## src/rtl/spi_master_if.sv

```systemverilog
// spi_master_if
//   Groups the frame-request handshake and the SPI link pins of spi_master.
//   Clock and reset are plain ports of the block, so they are not carried here.
//
//   Signals:
//     start    request a frame (host -> master)
//     cmd      2-bit frame command (host -> master)
//     data_in  payload byte (host -> master)
//     busy     frame in progress (master -> host)
//     done     one-cycle end-of-frame pulse (master -> host)
//     rx_data  byte captured by the last read-data frame (master -> host)
//     SS_n     slave select, active low (master -> slave)
//     MOSI     serial data, MSB first (master -> slave)
//     MISO     serial data, MSB first (slave -> master)
//
//   Modports:
//     master   the spi_master block's view
//     slave    the view of whatever sits around it (host plus SPI slave)
interface spi_master_if;
  logic       start;
  logic [1:0] cmd;
  logic [7:0] data_in;
  logic       busy;
  logic       done;
  logic [7:0] rx_data;
  logic       SS_n;
  logic       MOSI;
  logic       MISO;

  modport master (
    input  start, cmd, data_in, MISO,
    output busy, done, rx_data, SS_n, MOSI
  );

  modport slave (
    output start, cmd, data_in, MISO,
    input  busy, done, rx_data, SS_n, MOSI
  );
endinterface

```

## src/rtl/spi_master.sv

```systemverilog
// spi_master
//   Single-clock SPI master. A frame is a 2-bit command followed by a data
//   byte, shifted out MSB first on MOSI. Read-data frames (cmd 11) then wait
//   READ_GAP cycles and shift in one byte from MISO, MSB first.
//   Every output is driven straight from a flop.
//
//   Parameters:
//     READ_GAP  cycles between the last MOSI bit and the first MISO sample (1..7)
//
//   Ports:
//     clk   rising-edge clock for the block and the SPI link
//     rst   asynchronous active-high reset
//     bus   spi_master_if.master (start/cmd/data_in/busy/done/rx_data/SS_n/MOSI/MISO)
module spi_master #(
  parameter int READ_GAP = 2
) (
  input  logic            clk,
  input  logic            rst,
  spi_master_if.master    bus
);

  typedef enum logic [2:0] {
    IDLE   = 3'd0,
    START  = 3'd1,
    SHIFT  = 3'd2,
    GAP    = 3'd3,
    RECV   = 3'd4,
    FINISH = 3'd5
  } state_t;

  localparam logic [1:0] CMD_RD_DATA = 2'b11;
  localparam logic [3:0] FRAME_BITS  = 4'd10;
  localparam logic [3:0] RX_BITS     = 4'd8;
  // The first MISO sample is taken on the edge that ends the gap, so the gap
  // counter stops one short of READ_GAP.
  localparam logic [3:0] GAP_LAST    = 4'(READ_GAP - 1);

  state_t     state_q, state_d;
  logic [3:0] cnt_q, cnt_d;
  logic [9:0] frame_q, frame_d;
  logic [7:0] rx_shift_q, rx_shift_d;
  logic       rd_frame_q, rd_frame_d;
  logic       ss_n_q, ss_n_d;
  logic       mosi_q, mosi_d;
  logic       busy_q, busy_d;
  logic       done_q, done_d;
  logic [7:0] rx_data_q, rx_data_d;

  // State, counter, shift registers and registered outputs.
  always_ff @(posedge clk or posedge rst) begin
    if (rst) begin
      state_q    <= IDLE;
      cnt_q      <= 4'd0;
      frame_q    <= 10'd0;
      rx_shift_q <= 8'd0;
      rd_frame_q <= 1'b0;
      ss_n_q     <= 1'b1;
      mosi_q     <= 1'b0;
      busy_q     <= 1'b0;
      done_q     <= 1'b0;
      rx_data_q  <= 8'd0;
    end else begin
      state_q    <= state_d;
      cnt_q      <= cnt_d;
      frame_q    <= frame_d;
      rx_shift_q <= rx_shift_d;
      rd_frame_q <= rd_frame_d;
      ss_n_q     <= ss_n_d;
      mosi_q     <= mosi_d;
      busy_q     <= busy_d;
      done_q     <= done_d;
      rx_data_q  <= rx_data_d;
    end
  end

  // Next-state logic; output values are computed for the state being entered
  // so that the flops present them right after the transition edge.
  always_comb begin
    state_d    = state_q;
    cnt_d      = cnt_q;
    frame_d    = frame_q;
    rx_shift_d = rx_shift_q;
    rd_frame_d = rd_frame_q;
    ss_n_d     = 1'b0;
    mosi_d     = 1'b0;
    busy_d     = 1'b1;
    done_d     = 1'b0;
    rx_data_d  = rx_data_q;

    case (state_q)
      IDLE: begin
        if (bus.start) begin
          // Command and payload are captured here; later input changes are ignored.
          state_d    = START;
          frame_d    = {bus.cmd, bus.data_in};
          rd_frame_d = (bus.cmd == CMD_RD_DATA);
          cnt_d      = 4'd0;
          rx_shift_d = 8'd0;
        end else begin
          state_d = IDLE;
          ss_n_d  = 1'b1;
          busy_d  = 1'b0;
        end
      end

      START: begin
        state_d = SHIFT;
        mosi_d  = frame_q[9];
        frame_d = {frame_q[8:0], 1'b0};
        cnt_d   = 4'd1;
      end

      SHIFT: begin
        if (cnt_q == FRAME_BITS) begin
          cnt_d = 4'd0;
          if (rd_frame_q) begin
            state_d = GAP;
          end else begin
            state_d = FINISH;
            ss_n_d  = 1'b1;
            done_d  = 1'b1;
          end
        end else begin
          mosi_d  = frame_q[9];
          frame_d = {frame_q[8:0], 1'b0};
          cnt_d   = cnt_q + 4'd1;
        end
      end

      GAP: begin
        if (cnt_q == GAP_LAST) begin
          state_d    = RECV;
          rx_shift_d = {rx_shift_q[6:0], bus.MISO};
          cnt_d      = 4'd1;
        end else begin
          cnt_d = cnt_q + 4'd1;
        end
      end

      RECV: begin
        if (cnt_q == RX_BITS) begin
          state_d   = FINISH;
          rx_data_d = rx_shift_q;
          ss_n_d    = 1'b1;
          done_d    = 1'b1;
          cnt_d     = 4'd0;
        end else begin
          rx_shift_d = {rx_shift_q[6:0], bus.MISO};
          cnt_d      = cnt_q + 4'd1;
        end
      end

      FINISH: begin
        // start is not looked at here, so a request during FINISH is dropped.
        state_d = IDLE;
        ss_n_d  = 1'b1;
        busy_d  = 1'b0;
      end

      default: begin
        state_d = IDLE;
        ss_n_d  = 1'b1;
        busy_d  = 1'b0;
      end
    endcase
  end

  assign bus.SS_n    = ss_n_q;
  assign bus.MOSI    = mosi_q;
  assign bus.busy    = busy_q;
  assign bus.done    = done_q;
  assign bus.rx_data = rx_data_q;

endmodule

```

## src/flat_wrapper.sv

```systemverilog
// flat-port wrapper written by rule: the top's interface ports become plain ports
module spi_master_flat 
#(
  parameter int READ_GAP = 2
)
  (clk, rst, bus_start, bus_cmd, bus_data_in, bus_MISO, bus_busy, bus_done, bus_rx_data, bus_SS_n, bus_MOSI);
  spi_master_if bus_i ();
  input  logic clk;
  input  logic rst;
  input wire logic [$bits(bus_i.start)-1:0] bus_start;
  input wire logic [$bits(bus_i.cmd)-1:0] bus_cmd;
  input wire logic [$bits(bus_i.data_in)-1:0] bus_data_in;
  input wire logic [$bits(bus_i.MISO)-1:0] bus_MISO;
  output wire logic [$bits(bus_i.busy)-1:0] bus_busy;
  output wire logic [$bits(bus_i.done)-1:0] bus_done;
  output wire logic [$bits(bus_i.rx_data)-1:0] bus_rx_data;
  output wire logic [$bits(bus_i.SS_n)-1:0] bus_SS_n;
  output wire logic [$bits(bus_i.MOSI)-1:0] bus_MOSI;
  assign bus_i.start = bus_start;
  assign bus_i.cmd = bus_cmd;
  assign bus_i.data_in = bus_data_in;
  assign bus_i.MISO = bus_MISO;
  assign bus_busy = bus_i.busy;
  assign bus_done = bus_i.done;
  assign bus_rx_data = bus_i.rx_data;
  assign bus_SS_n = bus_i.SS_n;
  assign bus_MOSI = bus_i.MOSI;
  spi_master #(.READ_GAP(READ_GAP)) u_core (.clk(clk), .rst(rst), .bus(bus_i));
endmodule
```

## config.mk

```make
export PLATFORM = sky130hd
export DESIGN_NAME = spi_master_flat
export DESIGN_NICKNAME = d
export VERILOG_FILES = /design/src/rtl/spi_master_if.sv /design/src/rtl/spi_master.sv /design/src/flat_wrapper.sv
export SDC_FILE = /design/constraint.sdc
export NUM_CORES = 1
export LEC_CHECK = 0
export BUFFER_PORTS_ARGS = -buffer_cell sky130_fd_sc_hd__buf_2
export CORE_MARGIN = 5
export CORE_UTILIZATION = 37
export CTS_BUF_LIST = sky130_fd_sc_hd__clkbuf_4
export CTS_CLUSTER_SIZE = 30
export DETAILED_ROUTE_END_ITERATION = 10
export PLACE_DENSITY_LB_ADDON = 0.2
export SLEW_MARGIN = 30
export SYNTH_ARGS = -nofsm -noshare
export SYNTH_HDL_FRONTEND = slang
export SYNTH_SLANG_ARGS = --single-unit
```

## constraint.sdc

```tcl
create_clock -name clk -period 2.3 [get_ports clk]
set_input_delay 0.115 -clock clk [delete_from_list [all_inputs] [get_ports clk]]
set_output_delay 0.115 -clock clk [all_outputs]
set_load 0.05 [all_outputs]
```

==> results of run 1 <==
[report_power, final]
part | internal (mW) | switching, mW
Sequential | 0.862 | 0.190
Clock | 0.335 | 0.221
Combinational | 0.727 | 0.676
Total | 1.92 | 1.09
[layer usage]
layer	vias up	part of all wire	wire [µm]
met5	-	0	0
li1	651	-	-
met3	7	0.043	165
met2	25	0.52	2000
met1	676	0.42	1620
met4	0	0.019	75
[worst max-delay path, stage by stage (launching register included)]
cell and delay, ns:
dfrtp_1 0.70, nand2b_1 0.21, a21oi_4 0.36, mux2_2 0.38, mux2_4 0.26
[sequential cells by signal, indices dropped and copies added, names as in the netlist]
signal              count
u_core.bus.SS_n         1
u_core.bus.busy         1
u_core.rd_frame_q       1
u_core.bus.done         1
u_core.frame_q         10
u_core.rx_shift_q       8
u_core.bus.rx_data      8
u_core.bus.MOSI         1
u_core.state_q          3
u_core.cnt_q            4
[worst min path at each step]
stage / slack [ns] / endpoint / cells after the start / from
after global routing: 0.005 / u_core.rd_frame_q / 3 / bus_cmd[0]
after floorplan: 0.25 / u_core.rx_shift_q[0] / 2 / bus_MISO
final: 0.02 / u_core.rd_frame_q / 3 / bus_cmd[0]
after CTS: 0.006 / u_core.rd_frame_q / 3 / bus_cmd[0]
after global placement: 0.25 / u_core.bus.rx_data[0] / 3 / rst
after detailed placement: 0.27 / u_core.bus.MOSI / 3 / rst
[metrics by stage]
stage                     hold WS (ns)  instance area (µm²)
final                           0.0192                 2300
after global routing           0.00451                 2300
after CTS                      0.00600                 2300
after detailed placement         0.270                 2180
after global placement           0.245                 2180
after floorplan                  0.249                 2000
[cell type report]
class                   count  area, µm²  area share
inverters                  14       52.6      0.0229
multi-input cells         112        943       0.411
clock inverters             3       63.8      0.0278
clock buffers               5       37.5      0.0163
repair buffers             29        160      0.0697
flip-flops and latches     38        952       0.414
well taps                  70       87.6      0.0381
[cells by family after synthesis]
kind of cell	after synthesis
flip-flops	38
buffers and inverters	21
AO/OA/AOI/OAI	22
multiplexers	36
AND/OR/NAND/NOR	50
adder cells (fa/ha/maj)	4
[cells in the final DEF (no fill, tap or decap), drive strengths merged, types with 5 or more instances in the layout]
cell type,count
clkbuf,5
buf,27
nand2,17
mux2i,8
nor2,10
nand2b,6
mux2,28
inv,14
nand3b,5
dfrtp,37
[timing repair]
| action | in CTS | in global routing |
|---|---|---|
| hold buffers | 2 | 0 |
| hold endpoints to repair | 38 | 0 |
| endpoints found under the setup margin | 0 | 0 |
| setup buffers | 0 | 0 |
==> metrics, run 1 <==
status=finished clean; Area Overhead vs Synth=14.8%; post-route ant nets=0; Finished Layout Cells=271; YS warnings=0; Detail Placement HPWL=2790 µm; peak fanout along the critical path=18; cell leakage power=1.16 nW; core area=0.00517 mm²; PortBufs=25; # diodes=0; crit path from=u_core.state_q[0]; Root Buffer=clkbuf_4; htree depth=2; R2R Setup Slk=0.28 ns; Final Worst Setup Slack=0.280 ns; Most Used Layer, Global Route=met2; most common cell in the synthesized netlist=dfrtp_1; power per cell area=1310 mW/mm²; Die ar.=0.00698 mm²; Max-Slew Margin vs Limit=0.621; Tightest Pin Transition=0.568 ns; WS Path Type=register to register; max-cap violations=0; Post-synth ARST share=1.00; ratio of final minimum period to clock period=0.878; Starting DRT DRC Count=52; M1 GR Usage=0.140; Post-Synth Adder-Cell Area=0.0250; Synth Net Count=189; drt via density=5.01; post-CTS sizing=0; largest family of logic cells by synthesized area=multiplexers; filler instances=504; post-synthesis xor/xnor area fraction=0; CP Capture Type=register; grt total ovfl=0; top achievable clock speed=495 MHz; pre-CTS WS=0.296 ns; dpl cells=261; largest net degree at the start of global routing=39; initial antenna violation count=0; Synth top cells by count=dfrtp_1, nand2_1, inv_1, mux2_4; clk_skew=0.00914 ns; unrepaired setup endpoints after global routing=false; total track usage=0.122; number of buffers created by CTS=5; vias in the first global route=1477; Vias=1359; die width=83.5 µm; TritonRoute pass-1 iters=4; CTS tree=yes; Routed WL per cell=14.2 µm; post-synthesis mux area share=0.216; fin util=0.444; gpl congestion=0.852; CTS Sinks=38; Main synth FF type=dfrtp_1; Final Power=3.01 mW; first-pass GRT wire length=6940 µm; initial core utilization=0.387; # nets final=218; GR Util met2=0.214; top cells by area, synth=dfrtp_1, mux2_4, mux2_1; reg-to-reg endpoint=u_core.frame_q[7]; IO Count=26; Reg clk slew, reported paths=0.10 ns; worst-case clock buffer depth=2; Crit path required time=2.54 ns; CP arrival=2.26 ns; Post-Syn Area=0.00200 mm²; Cell variety after synth=39; Syn Inst Count=171; CP endpoint=u_core.frame_q[7]; Peak VDD IR=516 µV; Post-synth EDFFs=0; post-synthesis simple-gate area fraction=0.136; Clk Latency, worst-skew pair=0.35 ns; DRC=0; syn_area_per_cell=11.7 µm²; count of pins over their slew limit=0; Reg2Reg Depth=4; row cnt=26; final setup fails=0; Final TNS setup=0 ns; FF-to-FF Start=u_core.state_q[0]; Die Ht=83.5 µm; Fin. Hold Viols=0; flops & latches, synth=38; post-route minimum period=2.02 ns; HP Class=input pin to register; CP Launch Type=register; Compound-Gate Fraction of Synth Area=0.0938; post-synth top area cell=dfrtp_1; Total Routed Length=3860 µm; top-area cell type share of the netlist area=0.463; sequential-to-total area share from yosys stat=0.476; share of cells above drive strength 1=0.299; grt met3 use=0.0375
Power figures use the tool's default switching activity.
==> run 2: changes to the inputs <==
==> constraint.sdc (replaced) <==
create_clock -name clk -period 2.4 [get_ports clk]
set_input_delay 0.12 -clock clk [delete_from_list [all_inputs] [get_ports clk]]
set_output_delay 0.12 -clock clk [all_outputs]
set_load 0.05 [all_outputs]
==> metrics, run 2 (synthesis gave the netlist of run 1 again) <==
die width=83.5 µm (unchanged); largest net degree at the start of global routing=39 (unchanged); P_int=1.62 mW (-16%); htree depth=2 (unchanged); gpl congestion=0.843 (-1.1%); Reg clk slew, reported paths=0.12 ns (+0.02 ns); Final Instance Area=0.00224 mm² (-2.4%); number of buffers created by CTS=5 (unchanged); Final TNS setup=0 ns (unchanged); CTS tree=yes; share of cells above drive strength 1=0.295 (-0.00351); peak fanout along the critical path=18 (unchanged); final hold slack=0.0198 ns (+0.000602 ns); # diodes=0 (unchanged); Root Buffer=clkbuf_4; WS Path Type=register to register; Die ar.=0.00698 mm² (unchanged); Crit path required time=2.65 ns (+0.11 ns); max-cap violations=0 (unchanged); Peak VDD IR=607 µV (+18%); most frequent cells in the layout=dfrtp_1, buf_2, nand2_1; post-route minimum period=1.99 ns (-0.0317 ns); TritonRoute pass-1 iters=4 (unchanged); Area Overhead vs Synth=12.1%; sw power=1.04 mW (-4.7%); ratio of final minimum period to clock period=0.829 (-0.0498); Vias=1357 (-0.15%); status=finished clean; worst-case clock buffer depth=2 (unchanged); most flop-heavy register=u_core.frame_q; max FFs per register=10 (unchanged); Combinational Power Share=0.491 (+0.025); Routed WL per cell=14.0 µm (-1.5%); most common cell after layout, fill and taps aside=dfrtp_1; sequential share of power=0.388 (+0.039); post-CTS setup buffers=0 (unchanged); Detail Placement HPWL=2710 µm (-2.7%); Max-Slew Margin vs Limit=0.610 (-0.0109); switching share of power=0.391 (+0.0293); # nets final=217 (-0.46%); first-pass GRT wire length=6760 µm (-2.7%); CP Launch Type=register; final setup fails=0 (unchanged); PortBufs=25 (unchanged); CP Capture Type=register; initial antenna violation count=0 (unchanged); post-CTS sizing=0 (unchanged); Worst path top cell family by delay=flip-flops; Starting DRT DRC Count=55 (+5.8%); initial core utilization=0.387 (unchanged); Clk Latency, worst-skew pair=0.35 ns (about the same); power share of the clock group=0.121 (-0.064); DRC=0 (unchanged); Post-DP Area=0.00217 mm² (-0.35%); IO Count=26 (unchanged); post-route ant nets=0 (unchanged); CP Cell Sequence=nand2b_1 -> a21oi_4 -> mux2_2 -> mux2_4; vias in the first global route=1472 (-0.34%); critical path's slowest cell=dfrtp_1; row cnt=26 (unchanged); Total Routed Length=3780 µm (-1.8%); grt total ovfl=0 (unchanged); CTS hold repair buffers=2 (unchanged); top achievable clock speed=503 MHz (+1.6%); cell leakage power=1.13 nW (-2.5%); Critical Path Max Stage Delay=0.68 ns (-0.02 ns); count of pins over their slew limit=0 (unchanged); Tightest Pin Transition=0.584 ns (+0.0163 ns); drt via density=5.03 (+0.22%); HP Class=input pin to register; core area=0.00517 mm² (unchanged); power per cell area=1180 mW/mm² (-9.6%); CP arrival=2.24 ns (-0.02 ns); clk_skew=0.0155 ns (+0.00632 ns); Buf/Inv on CP=0 (unchanged); CTS Sinks=38 (unchanged); Fin. Hold Viols=0 (unchanged); filler instances=500 (-0.79%); unrepaired setup endpoints after global routing=false; Die Ht=83.5 µm (unchanged); total track usage=0.117 (-0.00481)
==> run 2: changes by cell type in the layout (fill, tap and decap cells not counted), sizes merged <==
cell / delta
bufinv: -2
clkinvlp: +1
buf: -1
clkinv: +1
==> run 2: metrics by stage <==
step           power (mW)  setup slack (ns)  utilization  cells
2_1_floorplan        2.16             0.692            -    171
3_3_place_gp         2.29             0.428        0.419    260
3_5_place_dp         2.35             0.390        0.419    260
4_1_cts              2.69             0.387        0.433    270
5_1_grt              2.85             0.293        0.433    270
6_report             2.66             0.412        0.433    270
==> run 2: layout make-up <==
type                    instances  area [µm²]  share of cell area
clock inverters                 3        16.3             0.00725
repair buffers                 28         153              0.0681
clock buffers                   5        37.5              0.0167
flip-flops and latches         38         952               0.425
inverters                      14        52.6              0.0234
multi-input cells             112         943               0.421
well taps                      70        87.6              0.0391
==> run 2: worst reg2reg max path: cells and delay by family, from the launching register on <==
family             cells  cell delay (ns)
AOI/OAI and AO/OA      1             0.37
DFF                    1             0.68
muxes                  2             0.65
and+or+nand+nor        1             0.21
==> run 2: power by group through the flow <==
stage          combinational (mW)  clock, mW  sequential, mW
2_1_floorplan                1.18          0           0.982
3_3_place_gp                 1.26          0            1.03
3_5_place_dp                 1.31          0            1.04
4_1_cts                      1.32      0.339            1.03
5_1_grt                      1.42      0.366            1.06
6_report                     1.30      0.321            1.03
==> run 2: final timing paths <==
kind                            depth (start not counted)             startpoint  slack (ns)                     to
max in group asynchronous                               4                    rst        1.61        u_core.bus.SS_n
worst min-delay path                                    3             bus_cmd[0]        0.02      u_core.rd_frame_q
worst min register to register                          1  u_core.bus.rx_data[5]        0.49  u_core.bus.rx_data[5]
worst max register to register                          4      u_core.state_q[0]        0.41      u_core.frame_q[7]
worst max-delay path                                    4      u_core.state_q[0]        0.41      u_core.frame_q[7]
min in group asynchronous                               4                    rst        0.42        u_core.bus.MOSI
==> run 2: layer usage <==
metal	wire, µm	up-vias	global-route usage
li1	-	653	-
met1	1650	664	0.139
met2	1900	32	0.198
met3	164	8	0.0355
met4	70	0	0.0468
met5	0	-	0
